==> config.mk <==
export PLATFORM = sky130hd
export DESIGN_NAME = sram_test_engine
export DESIGN_NICKNAME = d
export VERILOG_FILES = /design/src/rtl/sram_test_pkg.sv /design/src/rtl/sram_addr_seq.sv /design/src/rtl/sram_test_engine.sv
export SDC_FILE = /design/constraint.sdc
export NUM_CORES = 1
export LEC_CHECK = 0
export CORE_UTILIZATION = 44
export CTS_BUF_LIST = sky130_fd_sc_hd__clkbuf_2 sky130_fd_sc_hd__clkbuf_4 sky130_fd_sc_hd__clkbuf_8
export CTS_CLUSTER_DIAMETER = 120
export CTS_CLUSTER_SIZE = 20
export DETAILED_ROUTE_END_ITERATION = 10
export PLACE_DENSITY_LB_ADDON = 0.12
export SYNTH_ARGS = -nofsm -noshare
export SYNTH_HDL_FRONTEND = slang
export SYNTH_SLANG_ARGS = --single-unit
export TNS_END_PERCENT = 100
==> constraint.sdc <==
create_clock -name clk -period 1.9 [get_ports clk]
set_input_delay 0.38 -clock clk [delete_from_list [all_inputs] [get_ports clk]]
set_output_delay 0.38 -clock clk [all_outputs]
set_load 0.1 [all_outputs]
==> src/rtl/sram_test_pkg.sv <==
// Shared opcode, FSM state and march-element encodings for the SRAM test engine.
package sram_test_pkg;

  typedef enum logic [2:0] {
    OP_NOP    = 3'd0,
    OP_WR_ONE = 3'd1,
    OP_RD_ONE = 3'd2,
    OP_FILL   = 3'd3,
    OP_CHECK  = 3'd4,
    OP_MARCH  = 3'd5
  } op_e;

  typedef enum logic [2:0] {
    IDLE     = 3'd0,
    WR_SWEEP = 3'd1,
    RD_SWEEP = 3'd2,
    MARCH_R  = 3'd3,
    MARCH_W  = 3'd4,
    DRAIN    = 3'd5,
    DONE     = 3'd6
  } state_e;

  typedef enum logic [1:0] {
    ME_W0  = 2'd0,  // ascending write P
    ME_RW1 = 2'd1,  // ascending read P, write ~P
    ME_R2  = 2'd2   // descending read ~P
  } march_elem_e;

  // Commands whose acceptance restarts the error log.
  function automatic logic starts_errlog(input op_e op);
    return (op == OP_CHECK) || (op == OP_MARCH);
  endfunction

endpackage

==> src/rtl/sram_addr_seq.sv <==
// Loadable up/down address counter with a direction-aware terminal-count flag.
module sram_addr_seq #(
  parameter int ADDR_W = 10
) (
  input  logic              clk,
  input  logic              reset,
  input  logic              load,
  input  logic [ADDR_W-1:0] load_val,
  input  logic              step,
  input  logic              down,
  output logic [ADDR_W-1:0] addr,
  output logic              tc
);

  always_ff @(posedge clk) begin
    if (reset) begin
      addr <= '0;
    end else if (load) begin
      addr <= load_val;
    end else if (step) begin
      addr <= down ? addr - ADDR_W'(1) : addr + ADDR_W'(1);
    end
  end

  // Terminal count never wraps: the owner stops stepping once tc is seen.
  assign tc = down ? (addr == '0) : (addr == '1);

endmodule

==> src/rtl/sram_test_engine.sv <==
// Built-in SRAM test engine: single access, fill, check and march sweeps.
// Optional compare/error logging is enabled by defining SRAM_ERRLOG_EN.
module sram_test_engine
  import sram_test_pkg::*;
#(
  parameter int ADDR_W = 10,
  parameter int DATA_W = 8,
  parameter int RD_LAT = 1
) (
  input  logic              clk,
  input  logic              reset,
  input  logic              cmd_valid,
  input  logic [2:0]        cmd_op,
  input  logic [ADDR_W-1:0] cmd_addr,
  input  logic [DATA_W-1:0] cmd_data,
  output logic              cmd_ready,
  output logic              busy,
  output logic              done,
  output logic [DATA_W-1:0] rd_data,
  output logic              rd_valid,
  output logic [ADDR_W:0]   err_cnt,
  output logic              fail_flag,
  output logic [ADDR_W-1:0] fail_addr,
  output logic              s_cen,
  output logic              s_wen,
  output logic              s_oen,
  output logic [ADDR_W-1:0] s_addr,
  output logic [DATA_W-1:0] s_ddata,
  input  logic [DATA_W-1:0] s_qdata
);

  state_e            state;
  march_elem_e       elem;
  logic              single;
  logic              dir_down;
  logic [DATA_W-1:0] pat;
  op_e               op_in;
  logic              accept;
  logic              seq_load;
  logic              seq_step;
  logic [ADDR_W-1:0] seq_val;
  logic              tc;
  logic              rd_act;
  logic [RD_LAT-1:0] pipe_q;
  logic [RD_LAT:0]   tok;

  assign op_in     = op_e'(cmd_op);
  assign accept    = cmd_valid && !busy;
  assign cmd_ready = !busy;

  sram_addr_seq #(.ADDR_W(ADDR_W)) u_addr_seq (
    .clk      (clk),
    .reset    (reset),
    .load     (seq_load),
    .load_val (seq_val),
    .step     (seq_step),
    .down     (dir_down),
    .addr     (s_addr),
    .tc       (tc)
  );

  // NOTE: every signal driven here gets a default first, so no path can infer a latch.
  always_comb begin
    seq_load = 1'b0;
    seq_step = 1'b0;
    seq_val  = '0;
    case (state)
      IDLE, DONE: begin
        if (accept) begin
          case (op_in)
            OP_WR_ONE, OP_RD_ONE: begin
              seq_load = 1'b1;
              seq_val  = cmd_addr;
            end
            OP_FILL, OP_CHECK, OP_MARCH: seq_load = 1'b1;
            default: ;
          endcase
        end
      end
      WR_SWEEP, RD_SWEEP: seq_step = !(single || tc);
      MARCH_W: begin
        if (tc) begin
          seq_load = 1'b1;
          seq_val  = (elem == ME_W0) ? '0 : '1;
        end else begin
          seq_step = 1'b1;
        end
      end
      MARCH_R: seq_step = (elem == ME_R2) && !tc;
      default: ;
    endcase
  end

  // NOTE: sequential state uses non-blocking assignments only, so every block sees pre-edge values.
  always_ff @(posedge clk) begin
    if (reset) begin
      state    <= IDLE;
      elem     <= ME_W0;
      single   <= 1'b0;
      dir_down <= 1'b0;
      pat      <= '0;
      busy     <= 1'b0;
      done     <= 1'b0;
      s_cen    <= 1'b1;
      s_wen    <= 1'b1;
      s_oen    <= 1'b1;
      s_ddata  <= '0;
    end else begin
      done <= 1'b0;
      case (state)
        IDLE, DONE: begin
          state <= IDLE;
          busy  <= 1'b0;
          s_cen <= 1'b1;
          s_wen <= 1'b1;
          s_oen <= 1'b1;
          if (accept) begin
            case (op_in)
              OP_WR_ONE, OP_FILL: begin
                state    <= WR_SWEEP;
                single   <= (op_in == OP_WR_ONE);
                dir_down <= 1'b0;
                busy     <= 1'b1;
                pat      <= cmd_data;
                s_ddata  <= cmd_data;
                s_cen    <= 1'b0;
                s_wen    <= 1'b0;
              end
              OP_RD_ONE, OP_CHECK: begin
                state    <= RD_SWEEP;
                single   <= (op_in == OP_RD_ONE);
                dir_down <= 1'b0;
                busy     <= 1'b1;
                pat      <= cmd_data;
                s_cen    <= 1'b0;
                s_oen    <= 1'b0;
              end
              OP_MARCH: begin
                state    <= MARCH_W;
                elem     <= ME_W0;
                single   <= 1'b0;
                dir_down <= 1'b0;
                busy     <= 1'b1;
                pat      <= cmd_data;
                s_ddata  <= cmd_data;
                s_cen    <= 1'b0;
                s_wen    <= 1'b0;
              end
              default: ;
            endcase
          end
        end
        WR_SWEEP: begin
          if (single || tc) begin
            state <= DONE;
            busy  <= 1'b0;
            done  <= 1'b1;
            s_cen <= 1'b1;
            s_wen <= 1'b1;
          end
        end
        RD_SWEEP: begin
          if (single || tc) begin
            state <= DRAIN;
            s_cen <= 1'b1;
            s_oen <= 1'b1;
          end
        end
        MARCH_W: begin
          // Element 0 keeps writing until its last address; element 1 always goes back to a read.
          if (elem != ME_W0 || tc) begin
            state <= MARCH_R;
            s_cen <= 1'b0;
            s_wen <= 1'b1;
            s_oen <= 1'b0;
            if (elem == ME_W0) begin
              elem <= ME_RW1;
            end else if (tc) begin
              elem     <= ME_R2;
              dir_down <= 1'b1;
            end
          end
        end
        MARCH_R: begin
          if (elem == ME_RW1) begin
            state   <= MARCH_W;
            s_cen   <= 1'b0;
            s_oen   <= 1'b1;
            s_wen   <= 1'b0;
            s_ddata <= ~pat;
          end else if (tc) begin
            state <= DRAIN;
            s_cen <= 1'b1;
            s_oen <= 1'b1;
          end
        end
        DRAIN: begin
          if (tok[RD_LAT-1:0] == '0) begin
            state <= DONE;
            busy  <= 1'b0;
            done  <= 1'b1;
          end
        end
        default: state <= IDLE;
      endcase
    end
  end

  // tok[i] marks a read issued i cycles ago; tok[RD_LAT] means s_qdata is valid now.
  assign rd_act = !s_cen && !s_oen;
  assign tok    = {pipe_q, rd_act};

  always_ff @(posedge clk) begin
    if (reset) begin
      pipe_q   <= '0;
      rd_valid <= 1'b0;
      rd_data  <= '0;
    end else begin
      pipe_q   <= tok[RD_LAT-1:0];
      rd_valid <= tok[RD_LAT];
      if (tok[RD_LAT]) rd_data <= s_qdata;
    end
  end

`ifdef SRAM_ERRLOG_EN
  logic                           cmp_cur;
  logic [DATA_W-1:0]              exp_cur;
  logic [RD_LAT-1:0]              cmp_pipe;
  logic [RD_LAT-1:0][DATA_W-1:0]  exp_pipe;
  logic [RD_LAT-1:0][ADDR_W-1:0]  addr_pipe;
  logic                           mismatch;

  assign cmp_cur = rd_act && ((state == RD_SWEEP && !single) || state == MARCH_R);
  assign exp_cur = (elem == ME_R2) ? ~pat : pat;

  always_ff @(posedge clk) begin
    if (reset) cmp_pipe <= '0;
    else       cmp_pipe <= {cmp_pipe, cmp_cur};
  end

  // NOTE: data/address pipes carry no reset; they are only consulted when cmp_pipe qualifies them.
  always_ff @(posedge clk) begin
    exp_pipe[0]  <= exp_cur;
    addr_pipe[0] <= s_addr;
    for (int i = 1; i < RD_LAT; i++) begin
      exp_pipe[i]  <= exp_pipe[i-1];
      addr_pipe[i] <= addr_pipe[i-1];
    end
  end

  assign mismatch = cmp_pipe[RD_LAT-1] && (s_qdata != exp_pipe[RD_LAT-1]);

  always_ff @(posedge clk) begin
    if (reset) begin
      err_cnt   <= '0;
      fail_flag <= 1'b0;
      fail_addr <= '0;
    end else if (accept && starts_errlog(op_in)) begin
      err_cnt   <= '0;
      fail_flag <= 1'b0;
      fail_addr <= '0;
    end else if (mismatch) begin
      if (err_cnt != '1) err_cnt <= err_cnt + (ADDR_W+1)'(1);
      if (!fail_flag) begin
        fail_flag <= 1'b1;
        fail_addr <= addr_pipe[RD_LAT-1];
      end
    end
  end
`else
  assign err_cnt   = '0;
  assign fail_flag = 1'b0;
  assign fail_addr = '0;
`endif

endmodule

==> qor.yml <==
io-pin-count: 87
outcome: "finished clean"
final.setup.tns_ns: 0
grt_usage_pct: 21.35
layout_min_cycle_time_ns: 1.873
route.detailed.drc: 0
hold_viol: 0
crit_chain: "clkdlybuf4s50_1, or3_4, nand4bb_4, nand2_1, a21o_4, o31a_4, a311oi_2"
start_util_pct: 45.36
cp-start-kind: "primary input"
wl_per_cell_um: 14.01
hold_class: "reg -> reg"
insertion_delay_ns: 0.31
cts_buffers: 5
viasPerCell: 5.265
synth_cell_types: 54
crit_family: "simple AND/OR/NAND/NOR gates"
cts_tree: "yes"
ant_nets: 0
first_pass_iters: 4
wl_mm: 7.297
slowest_delay_ns: 0.43
n_antenna_cell: 0
critPathKind: "in -> reg"
drive_gt1_share_pct: 27.48
dieArea_um2: 6836
row_count: 29
syn_area_per_cell_um2: 8.045
powerDensity_nw_per_um2: 1525
clock_tree.root_cell: "clkbuf_8"
yosysSeqAreaShare_pct: 33.55
vdd_drop_max_mv: 1.029
placed_cell_area_um2: 3806
max_cap_viol_count: 0
grt_overflow: 0
vias: 2743
grt_max_degree: 24
critPathMaxFanout: 7
fmax_mhz: 533.8
cts_max_level: 2
slew_viol_final: 0
leakage_nw: 1.818
syn-cell-area_um2: 2864
synth_ff_type: "dfxtp_1"
first_global_vias: 2456
synth_seq_cells: 48
cts.reportedPaths.clkPinSlew_ns: 0.10
final_area_um2: 4106
first_iter_violations: 109
cp.arrival_ns: 2.09
portBuffers: 64
yosysWarningCount: 0
cts.path.max_buffers: 2
hpwlAfterDp_mm: 5.272
synthArstFlopShare_pct: 0
crit_path_top_delay_cell: "clkdlybuf4s50_1"
final_common_cell: "nor2_1"
grt_pass1_wl_mm: 11.12
synth_edf_count: 0
fin_crit_sh_pct: 98.60
crit_buf_inv: 1
rsz0062_at_grt: "yes"
crit_required_ns: 2.12
antenna_found_initial: 0
nFillCells: 560
routabilityCongestion: 0.8877
areaGrowthSynthToFinish_pct: 43.38
core_area_um2: 6314
setup_viol: 0
fin_nets: 484
skew_ns: 0.01074
cts_num_sinks: 48
synthCells: 356
layout_common_cells: "55 x nor2_1, 50 x buf_4, 34 x dfxtp_1"
die_y_um: 82.68
die_w_um: 82.68
worst_setup_path_end_kind: "flop"
[area by class of cell]
type	count	area (um^2)	share of cell area, %
clock buffer	5	68.82	1.676
clock inverter	3	47.55	1.158
inverter	7	26.28	0.6399
multi-input combinational	282	1841	44.82
sequential	48	1008	24.56
tap	77	96.34	2.346
timing repair buffer	99	1018	24.80
[logic make-up (layout without fill, tap and decap cells)]
logic type / Yosys count / after routing / synth area share (%)
XOR/XNOR: 11 / 11 / 3.626
AND/OR/NAND/NOR: 134 / 134 / 22.45
flip-flops: 48 / 48 / 33.55
multiplexers: 16 / 16 / 5.592
AO/OA/AOI/OAI: 89 / 90 / 20.18
buffers and inverters: 48 / 114 / 10.27
other: 1 / 22 / 0.1309
adder cells (fa/ha/maj): 9 / 9 / 4.194
[where the power goes]
part | total, mW | internal, mW | switching, mW | leakage, nW
registers | 1.54 | 1.27 | 0.267 | 0.401
clock network | 0.776 | 0.397 | 0.379 | 0.0583
logic | 3.95 | 1.42 | 2.53 | 1.36
total | 6.26 | 3.08 | 3.18 | 1.82
[cell usage after synthesis, types with 2 or more instances]
cell type	n	area, um^2
nor2_1	55	206.5
dfxtp_1	48	960.9
nand2_1	34	127.6
a21oi_1	32	160.2
buf_4	27	202.7
mux2i_1	16	160.2
a211oi_1	14	105.1
o21ai_0	13	65.06
clkbuf_1	9	33.78
nor3_1	9	45.04
ha_1	8	100.1
inv_1	7	26.28
a311oi_1	6	52.55
xnor2_1	6	52.55
a21o_1	4	30.03
a31oi_1	4	25.02
nand2b_1	4	25.02
nor2b_1	4	25.02
xor2_1	4	35.03
buf_2	3	15.01
nand3_1	3	15.01
nand4b_1	3	26.28
nor4_1	3	18.77
o22ai_1	3	18.77
a211o_1	2	17.52
nand3b_1	2	15.01
nand4_1	2	12.51
o21bai_1	2	15.01
o221ai_1	2	17.52
or2_2	2	12.51
or3_1	2	12.51
[worst reg2reg max path, stage by stage (launching register included)]
cell,delay (ns)
dfxtp_4,0.37
or3b_4,0.43
nor4_4,0.34
buf_4,0.21
buf_4,0.12
nand2_1,0.04
a311oi_1,0.23
[registers in the layout, indices dropped and copies added (netlist names)]
name / count
busy: 1
dir_down: 1
done: 1
elem: 2
pat: 8
pipe_q: 1
rd_data: 8
rd_valid: 1
s_cen: 1
s_ddata: 8
s_oen: 1
s_wen: 1
single: 1
state: 3
u_addr_seq.addr: 10
[stage by stage]
step / power (mW) / instances / setup WS [ns] / util, % / hold WS [ns]
finish: 6.261 / 521 / 0.02655 / 65.04 / 0.5038
global route: 6.621 / 521 / -0.07011 / 65.04 / 0.5378
CTS: 6.109 / 519 / 0.002983 / 62.76 / 0.5098
detailed placement: 5.277 / 510 / -0.4042 / 60.29 / 0.4876
global placement: 5.236 / 510 / -0.3712 / 60.29 / 0.4758
floorplan: 4.252 / 377 / 0.01504 / - / 0.4641
[routing by layer]
layer  vias to the layer above  wire [um]  track usage, %
met5                         -          0               0
met1                      1268       3337           28.23
met3                         7        366           2.857
met2                        79       3482           34.92
met4                         0        110           8.448
li1                       1389          -               -
[timing repair]
item | in CTS | in global routing
hold buffers | 0 | 0
buffers inserted | 1 | 0
gates cloned | 0 | 2
pin swaps | 0 | 9
gates resized for setup | 6 | 31
endpoints found under the setup margin | 9 | 20
endpoints found under the hold margin | 0 | 0
[worst paths after layout]
kind | end | cells after the start | from | slack, ns
worst max-delay path | u_addr_seq.addr[1]$_SDFFE_PP0P_ | 7 | cmd_op[2] | 0.03
worst min-delay path | pat[7]$_SDFFE_PP0P_ | 2 | pat[7]$_SDFFE_PP0P_ | 0.50
worst max register to register | u_addr_seq.addr[8]$_SDFFE_PP0P_ | 6 | busy$_SDFFE_PP0P_ | 0.07
worst min register to register | pat[7]$_SDFFE_PP0P_ | 2 | pat[7]$_SDFFE_PP0P_ | 0.50
Power figures use the tool's default switching activity.
